## src/rtl/card_dealer.sv

```systemverilog
// Card-supply stage: fetches ranks from the deck RAM, scores them and keeps player/dealer hands.
// Optional soft-ace scoring (ace = 11 with demotion) is enabled by defining SOFT_ACE_EN.
module card_dealer #(
    parameter int DECK_SIZE = 52,
    parameter int ADDR_W    = 6
) (
    input  logic              i_Clk,
    input  logic              i_Reset_n,
    input  logic              i_Clear,
    input  logic              i_Card2Player,
    input  logic              i_Card2Dealer,
    output logic              o_CardOK,
    output logic              o_DeckRd,
    output logic [ADDR_W-1:0] o_DeckAddr,
    input  logic [3:0]        i_DeckData,
    output logic [5:0]        o_HandP,
    output logic [5:0]        o_HandD,
    output logic              o_SoftP,
    output logic              o_SoftD,
    output logic [3:0]        o_LastCard,
    output logic              o_DeckWrap,
    output logic              o_BadCard
);

    typedef enum logic [1:0] {
        IDLE,
        READ,
        ADD,
        ACK
    } state_e;

    state_e            state_q, state_d;
    logic              toPlayer_q, toPlayer_d;
    logic [ADDR_W-1:0] ptr_q, ptr_d;
    logic [5:0]        handP_q, handP_d;
    logic [5:0]        handD_q, handD_d;
    logic [3:0]        last_q, last_d;
    logic              wrap_q, wrap_d;
    logic              bad_q, bad_d;

    logic [6:0]        cardVal;
    logic              cardBad;
    logic [5:0]        tgtHand;
    logic [6:0]        sum;
    logic [5:0]        newHand;

`ifdef SOFT_ACE_EN
    logic [2:0]        softP_q, softP_d;
    logic [2:0]        softD_q, softD_d;
    logic              cardAce;
    logic [2:0]        tgtSoft;
    logic [2:0]        newSoft;
`endif

    // Rank to point value; out-of-range ranks score nothing and are flagged.
    always_comb begin
        cardVal = '0;
        cardBad = 1'b0;
`ifdef SOFT_ACE_EN
        cardAce = 1'b0;
`endif
        if (i_DeckData == 4'd0 || i_DeckData >= 4'd14) begin
            cardBad = 1'b1;
        end else if (i_DeckData == 4'd1) begin
`ifdef SOFT_ACE_EN
            cardVal = 7'd11;
            cardAce = 1'b1;
`else
            cardVal = 7'd1;
`endif
        end else if (i_DeckData <= 4'd10) begin
            cardVal = {3'b000, i_DeckData};
        end else begin
            cardVal = 7'd10;
        end
    end

    // New total for the targeted hand; at most one ace is demoted per card.
    always_comb begin
        tgtHand = toPlayer_q ? handP_q : handD_q;
        sum     = {1'b0, tgtHand} + cardVal;
`ifdef SOFT_ACE_EN
        tgtSoft = toPlayer_q ? softP_q : softD_q;
        newSoft = tgtSoft + {2'b00, cardAce};
        if (sum > 7'd21 && newSoft != 3'd0) begin
            sum     = sum - 7'd10;
            newSoft = newSoft - 3'd1;
        end
`endif
        newHand = (sum > 7'd63) ? 6'd63 : sum[5:0];
    end

    always_comb begin
        state_d    = state_q;
        toPlayer_d = toPlayer_q;
        ptr_d      = ptr_q;
        handP_d    = handP_q;
        handD_d    = handD_q;
        last_d     = last_q;
        wrap_d     = wrap_q;
        bad_d      = bad_q;
`ifdef SOFT_ACE_EN
        softP_d    = softP_q;
        softD_d    = softD_q;
`endif
        if (i_Clear) begin
            // A card in flight is abandoned without advancing the pointer.
            state_d    = IDLE;
            toPlayer_d = 1'b0;
            ptr_d      = '0;
            handP_d    = '0;
            handD_d    = '0;
            last_d     = '0;
            wrap_d     = 1'b0;
            bad_d      = 1'b0;
`ifdef SOFT_ACE_EN
            softP_d    = '0;
            softD_d    = '0;
`endif
        end else begin
            case (state_q)
                IDLE: begin
                    if (i_Card2Player) begin
                        toPlayer_d = 1'b1;
                        state_d    = READ;
                    end else if (i_Card2Dealer) begin
                        toPlayer_d = 1'b0;
                        state_d    = READ;
                    end
                end
                READ: state_d = ADD;
                ADD: begin
                    if (toPlayer_q) begin
                        handP_d = newHand;
`ifdef SOFT_ACE_EN
                        softP_d = newSoft;
`endif
                    end else begin
                        handD_d = newHand;
`ifdef SOFT_ACE_EN
                        softD_d = newSoft;
`endif
                    end
                    last_d = i_DeckData;
                    bad_d  = bad_q | cardBad;
                    if (ptr_q == ADDR_W'(DECK_SIZE - 1)) begin
                        ptr_d  = '0;
                        wrap_d = 1'b1;
                    end else begin
                        ptr_d = ptr_q + ADDR_W'(1);
                    end
                    state_d = ACK;
                end
                ACK:     state_d = IDLE;
                default: state_d = IDLE;
            endcase
        end
    end

    always_ff @(posedge i_Clk or negedge i_Reset_n) begin
        if (!i_Reset_n) begin
            state_q    <= IDLE;
            toPlayer_q <= 1'b0;
            ptr_q      <= '0;
            handP_q    <= '0;
            handD_q    <= '0;
            last_q     <= '0;
            wrap_q     <= 1'b0;
            bad_q      <= 1'b0;
`ifdef SOFT_ACE_EN
            softP_q    <= '0;
            softD_q    <= '0;
`endif
        end else begin
            state_q    <= state_d;
            toPlayer_q <= toPlayer_d;
            ptr_q      <= ptr_d;
            handP_q    <= handP_d;
            handD_q    <= handD_d;
            last_q     <= last_d;
            wrap_q     <= wrap_d;
            bad_q      <= bad_d;
`ifdef SOFT_ACE_EN
            softP_q    <= softP_d;
            softD_q    <= softD_d;
`endif
        end
    end

    assign o_CardOK   = (state_q == ACK);
    assign o_DeckRd   = (state_q == READ);
    assign o_DeckAddr = ptr_q;
    assign o_HandP    = handP_q;
    assign o_HandD    = handD_q;
    assign o_LastCard = last_q;
    assign o_DeckWrap = wrap_q;
    assign o_BadCard  = bad_q;
`ifdef SOFT_ACE_EN
    assign o_SoftP    = (softP_q != 3'd0);
    assign o_SoftD    = (softD_q != 3'd0);
`else
    assign o_SoftP    = 1'b0;
    assign o_SoftD    = 1'b0;
`endif

endmodule

```

## config.mk

```make
export PLATFORM = sky130hd
export DESIGN_NAME = card_dealer
export DESIGN_NICKNAME = d
export VERILOG_FILES = /design/src/rtl/card_dealer.sv
export SDC_FILE = /design/constraint.sdc
export NUM_CORES = 1
export LEC_CHECK = 0
export ABC_AREA = 1
export BUFFER_PORTS_ARGS = -buffer_cell sky130_fd_sc_hd__buf_2
export CORE_ASPECT_RATIO = 1.4
export CORE_UTILIZATION = 40
export DETAILED_ROUTE_END_ITERATION = 8
export GPL_TIMING_DRIVEN = 0
export PLACE_DENSITY = 0.63
export SLEW_MARGIN = 30
export SYNTH_ARGS = -nofsm -noshare
export SYNTH_HDL_FRONTEND = slang
export SYNTH_SLANG_ARGS = --single-unit
```

## constraint.sdc

```tcl
create_clock -name i_Clk -period 3.05 [get_ports i_Clk]
set_input_delay 0.61 -clock i_Clk [delete_from_list [all_inputs] [get_ports i_Clk]]
set_output_delay 0.61 -clock i_Clk [all_outputs]
set_load 0.01 [all_outputs]
```

==> results.md, run 1 <==
* Final HPWL DP at 2.49 mm
* Fmax at 0.433 GHz
* Part of the cycle the worst path needs at 75.7%
* Leak pwr at 1.01 nW
* Synth Register Bits at 27
* Min cycle time layout at 2.31 ns
* Via/cell ratio at 4.91
* Vias in the first global route at 1202
* Worst r2r src: toPlayer_q
* Nets at 254
* Post-CTS setup buffer count at 0
* Starting Density at 42.3%
* Cell Rows at 26
* Delay-heaviest family, CP: adder cells
* PwrDens at 572 nW/um2
* Synth cell types at 28
* Clk_skew at 0.00254 ns
* Top layer in use: met4
* Clock Sink Count at 27
* Slew Limit Fails at 0
* Worst R2R Setup Slack at 0.74 ns
* RSZ-0062 raised after global routing: no
* Commonest non-fill, non-tap cell in the layout: nand2_1
* Met1 Wirelength at 1.48 mm
* GPL Wtd Cong at 0.793
* Final setup viols at 0
* Vias at 1355
* Port bufs at 33
* Slew margin rel. at 59.2%
* Share of cells above drive strength 1 at 22.2%
* Initial antenna violation count at 0
* Sequential cell area fraction in the yosys report at 43.4%
* CP Data Required Time at 3.25 ns
* Post-Syn Instances at 196
* CTS tree: done
* Max_cap viols at 0
* Worst-margin pin slew at 0.611 ns
* Top_reg_cell synth: dfrtp_1
* Die area at 4150 um2
* Worst Setup SP: toPlayer_q
* Synthesis warning total at 0
* Crit-path cells: buf_4, o21ai_0, ha_1, inv_1, fa_1, inv_1, nand3_1, nand2_1, nand3_4, a21oi_2, nand2_1, o21ai_1
* Setup crit start kind: flop
* Ant diodes at 0
* Avg Cell Area, Syn at 7.94 um2
* Num CTS Buffers at 3
* WP buf/inv at 3
* Fin cells at 276
* Setup crit end kind: flop
* CP Capture Point: o_HandD[0]
* Die W at 54.7 um
* Worst-path maximum fanout at 10
* Area grow syn2layout at 17.1%
* Clk buf depth at 2
* Root buffer cell: clkbuf_8
* Peak supply drop at 0.356 mV
* ANT nets after route at 0
* Worst min-delay path class: input pin to asynchronous set/reset pin
* Slowest cell on the critical path: dfrtp_1
* DRT Wirelength at 3.24 mm
* R2R cell count at 12
* Reg2reg end: o_HandD[0]
* Hold buffer count at cts at 0
* Worst-skew pair later-pin latency at 0.27 ns
* First DRT Iteration DRCs at 36
* GR Util All Layers at 17.3%
* H-tree Lvls at 1
* Core area at 3680 um2
* Final TNS setup at 0 ns
* Largest net degree at the start of global routing at 28
* Post-synth EDFFs at 0
* CTS clk-pin slew, worst paths at 0.09 ns
* Async S/R FF share, synth at 100%
* Status: finished, final reports clean
* First-pass GRT wire length at 5.25 mm
* IO Count at 37
* Max stage delay on crit path at 0.42 ns
* Met3 WL post-DR at 129 um
* Cell depth of the worst setup path at 12
* Routed length on met2 at 1.60 mm
* CP Class: flop to flop
* Post-CTS sizing at 0
* Average wire per standard cell at 11.7 um
* Final hold vios at 0
* DIE HEIGHT at 75.8 um
* Worst EP arrival at 2.51 ns
* DRC Markers at 0
* Drt pass-1 iters at 4
* Most frequent cells in the layout: nand2_1 (58), buf_2 (34), dfrtp_1 (27)
* Cell area after synthesis at 1560 um2
* Cells after DPL at 272
* GR Overflow Total at 0
where the power goes:
group	switching (mW)	total [mW]	internal, mW
Sequential	0.0471	0.465	0.418
Combinational	0.228	0.371	0.144
Clock	0.113	0.207	0.0937
registers in the layout, summed over array words and instances, names as in the netlist:
name / flops
o_HandD: 6
o_BadCard: 1
state_q: 2
o_LastCard: 4
toPlayer_q: 1
o_HandP: 6
o_DeckWrap: 1
o_DeckAddr: 6
metal layers:
| layer | track usage (%) | vias up |
|---|---|---|
| met4 | 5.13 | 0 |
| met1 | 21.3 | 617 |
| li1 | - | 705 |
| met5 | 0 | - |
| met3 | 2.00 | 4 |
| met2 | 30.7 | 29 |
through the flow:
stage	util, %	instance area, um2	worst slack, ns	hold slack, ns	power (mW)
after floorplan	-	1560	0.892	0.314	0.724
after global placement	48.4	1780	0.518	0.461	0.839
after detailed placement	48.4	1780	0.558	0.470	0.849
after CTS	49.6	1820	0.700	0.361	1.06
after global routing	49.6	1820	0.529	0.400	1.13
final	49.6	1820	0.743	0.336	1.04
cell type report:
type	instances	area (um2)
timing repair buffer	33	165
multi-input combinational	139	748
fill	400	1850
tap	42	52.6
inverter	26	97.6
buffer	5	38.8
sequential	27	676
clock buffer	4	45.0
synthesized netlist by cell type (2+ instances only):
library cell   n  share of area, %
nand3_1       10               3.2
nand4_1        3               1.2
o21ai_0       12               3.9
nor2_1        10               2.4
o21ai_1        9               2.9
nor2_2         2              0.80
o21ai_2        2               1.1
inv_1         25               6.0
ha_1           9               7.2
dfrtp_1       27                43
buf_4          3               1.4
nand2_1       58                14
a21oi_2        3               1.7
a21oi_1        9               2.9
worst min-delay path by stage:
stage	from	to	slack (ns)	cells after the start
2_1_floorplan	i_Reset_n	o_BadCard	0.31	0
6_report	i_Reset_n	o_LastCard[0]	0.34	1
3_3_place_gp	o_LastCard[0]	o_LastCard[0]	0.46	2
5_1_grt	i_Reset_n	o_LastCard[1]	0.40	1
4_1_cts	i_Reset_n	o_LastCard[1]	0.36	1
3_5_place_dp	o_LastCard[0]	o_LastCard[0]	0.47	2
cells by family (layout without fill, tap and decap cells):
logic type                 count (synthesis)  after routing  synth area share, %
AOI/OAI and AO/OA                         39             39                 14.3
adders and majority gates                 10             10                 8.52
buffers and inverters                     31             68                 8.76
DFF                                       27             27                 43.4
other                                      1              2                0.241
and+or+nand+nor                           88             88                 24.8
Note: power is estimated with default switching activity, not from simulation.
==> inputs of run 2 (changes only) <==
--- a/config.mk
+++ b/config.mk
@@ -11,7 +11,7 @@
 export CORE_UTILIZATION = 40
 export DETAILED_ROUTE_END_ITERATION = 8
 export GPL_TIMING_DRIVEN = 0
-export PLACE_DENSITY = 0.63
+export PLACE_DENSITY = 0.66
 export SLEW_MARGIN = 30
 export SYNTH_ARGS = -nofsm -noshare
 export SYNTH_HDL_FRONTEND = slang
==> constraint.sdc (replaced) <==
create_clock -name i_Clk -period 1.9 [get_ports i_Clk]
set_input_delay 0.38 -clock i_Clk [delete_from_list [all_inputs] [get_ports i_Clk]]
set_output_delay 0.38 -clock i_Clk [all_outputs]
set_load 0.01 [all_outputs]
==> results.md, run 2 (synthesis results as in run 1) <==
* Status: finished, violations left
* Failing checks: negative setup slack
* Fmax at 0.500 GHz (+15%)
* Placement Cell Area at 1790 um2 (+0.84%)
* CP Class: flop to flop
* Slew margin rel. at 58.6% (-0.62 points)
* First-pass GRT wire length at 5.51 mm (+4.9%)
* Commonest non-fill, non-tap cell in the layout: nand2_1
* GR Overflow Total at 0 (unchanged)
* Final hold vios at 0 (unchanged)
* Worst Setup Slack, final at -0.0998 ns (-0.842 ns)
* Worst EP arrival at 2.21 ns (-0.30 ns)
* Clk_skew at 0.00456 ns (+0.00201 ns)
* Share of cells above drive strength 1 at 30.6% (+8.4 points)
* First DRT Iteration DRCs at 37 (+2.8%)
* Worst-margin pin slew at 0.621 ns (+0.00928 ns)
* RSZ-0062 raised after global routing: yes
* Worst min-delay path class: input pin to asynchronous set/reset pin
* Clock Sink Count at 27 (unchanged)
* IO Count at 37 (unchanged)
* Num CTS Buffers at 3 (unchanged)
* DRC Markers at 0 (unchanged)
* Setup WS pre-CTS at -0.332 ns (-0.890 ns)
* Setup crit start kind: flop
* Root buffer cell: clkbuf_8
* Peak supply drop at 0.561 mV (+57%)
* Drt pass-1 iters at 4 (unchanged)
* Hold buffer count at cts at 0 (unchanged)
* Setup crit end kind: flop
* DIE HEIGHT at 75.8 um (unchanged)
* CP Data Required Time at 2.11 ns (-1.14 ns)
* Worst-skew pair later-pin latency at 0.28 ns (about the same)
* Via/cell ratio at 4.89 (-0.31%)
* Port bufs at 33 (unchanged)
* DRT Wirelength at 3.55 mm (+9.5%)
* Clk buf depth at 2 (unchanged)
* Slew Limit Fails at 0 (unchanged)
* Largest net degree at the start of global routing at 28 (unchanged)
* Die area at 4150 um2 (unchanged)
* Ant diodes at 0 (unchanged)
* Most frequent cells in the layout: nand2_1 (56), buf_2 (34), dfrtp_1 (27)
* Final HPWL DP at 2.45 mm (-1.7%)
* Area grow syn2layout at 26.6%
* Initial antenna violation count at 0 (unchanged)
* CTS tree: done
* Max_cap viols at 0 (unchanged)
* GPL Wtd Cong at 0.774 (-2.4%)
* Vias at 1390 (+2.6%)
* Part of the cycle the worst path needs at 105% (+30 points)
* R2R cell count at 12 (unchanged)
* Nets at 262 (+3.1%)
* Core area at 3680 um2 (unchanged)
* Die W at 54.7 um (unchanged)
* Starting Density at 42.3% (unchanged)
* Leak pwr at 1.06 nW (+4.8%)
* Design Area, Final at 1970 um2 (+8.1%)
* Final setup viols at 11 (+11)
* Design Power at 1.82 mW (+75%)
* GR Util All Layers at 18.5% (+1.2 points)
* PwrDens at 925 nW/um2 (+62%)
* Worst-path maximum fanout at 6 (-4)
* Average wire per standard cell at 12.5 um (+6.4%)
* H-tree Lvls at 1 (unchanged)
* ANT nets after route at 0 (unchanged)
* Min cycle time layout at 2.00 ns (-0.308 ns)
* Filler cell count at 373 (-6.8%)
* Cell Rows at 26 (unchanged)
* Vias in the first global route at 1280 (+6.5%)
* CTS clk-pin slew, worst paths at 0.10 ns (about the same)
==> run 2: changes by cell type in the layout (fill, tap and decap cells not counted), sizes merged <==
cell    before  now
buf         38   46
clkbuf       4    3
clkinv       0    1
==> run 2: repair_timing <==
action / in CTS / in global routing
buffers inserted: 6 / 2
hold endpoints to repair: 0 / 0
gates resized for setup: 10 / 6
endpoints found under the setup margin: 12 / 12
pin swaps: 9 / 13
==> run 2: worst paths after layout <==
check                               from             to  slack, ns
max                           toPlayer_q     o_HandD[0]       -0.1
min                            i_Reset_n     o_HandD[5]       0.10
max reg2reg                   toPlayer_q     o_HandD[0]       -0.1
min reg2reg                o_LastCard[3]  o_LastCard[3]       0.49
max in group asynchronous      i_Reset_n      o_BadCard       1.39
min in group i_Clk               i_Clear      o_BadCard       0.33
==> run 2: report_power, final <==
part           total, mW  leakage [nW]  switching, mW  internal (mW)
combinational      0.737         0.675          0.420          0.317
sequential         0.749         0.361         0.0777          0.671
clock              0.338        0.0255          0.191          0.147
total               1.82          1.06          0.689           1.13
==> run 2: through the flow <==
step                utilization [%]  hold slack [ns]  TNS (ns)  instances
floorplan                         -           0.0844         0        197
global placement               48.8            0.429     -2.97        272
finish                         53.6            0.105    -0.624        284
CTS                            52.3            0.129    -0.680        282
detailed placement             48.8            0.435     -3.02        272
global route                   53.6            0.153     -1.72        284
==> run 2: worst max-delay path, cell delays in order, from the launching register on <==
cell     delay [ns]
dfrtp_1        0.40
buf_6          0.14
buf_4          0.13
nand2_1        0.10
o21ai_4        0.08
fa_2           0.40
inv_2          0.09
nand3_2        0.09
nand2_4        0.10
nand3_4        0.11
a21oi_4        0.15
nand2_1        0.06
o21ai_1        0.09
==> run 2: cell type report <==
class                      instances  area, um2  area share, %
timing repair buffer              41        229           11.6
buffer                             5       42.5           2.16
inverter                          26       97.6           4.95
clock buffer                       3       41.3           2.10
sequential                        27        676           34.3
tap                               42       52.6           2.67
clock inverter                     1       5.00          0.254
multi-input combinational        139        827           42.0
==> run 2: metal layers <==
metal | wire (um) | vias to the layer above | global-route usage, % | share of wire [%]
met4 | 60 | 0 | 7.69 | 1.7
met3 | 111 | 5 | 1.20 | 3.1
li1 | - | 721 | - | -
met1 | 1550 | 634 | 22.4 | 44
met5 | 0 | - | 0 | 0
met2 | 1820 | 30 | 32.7 | 51
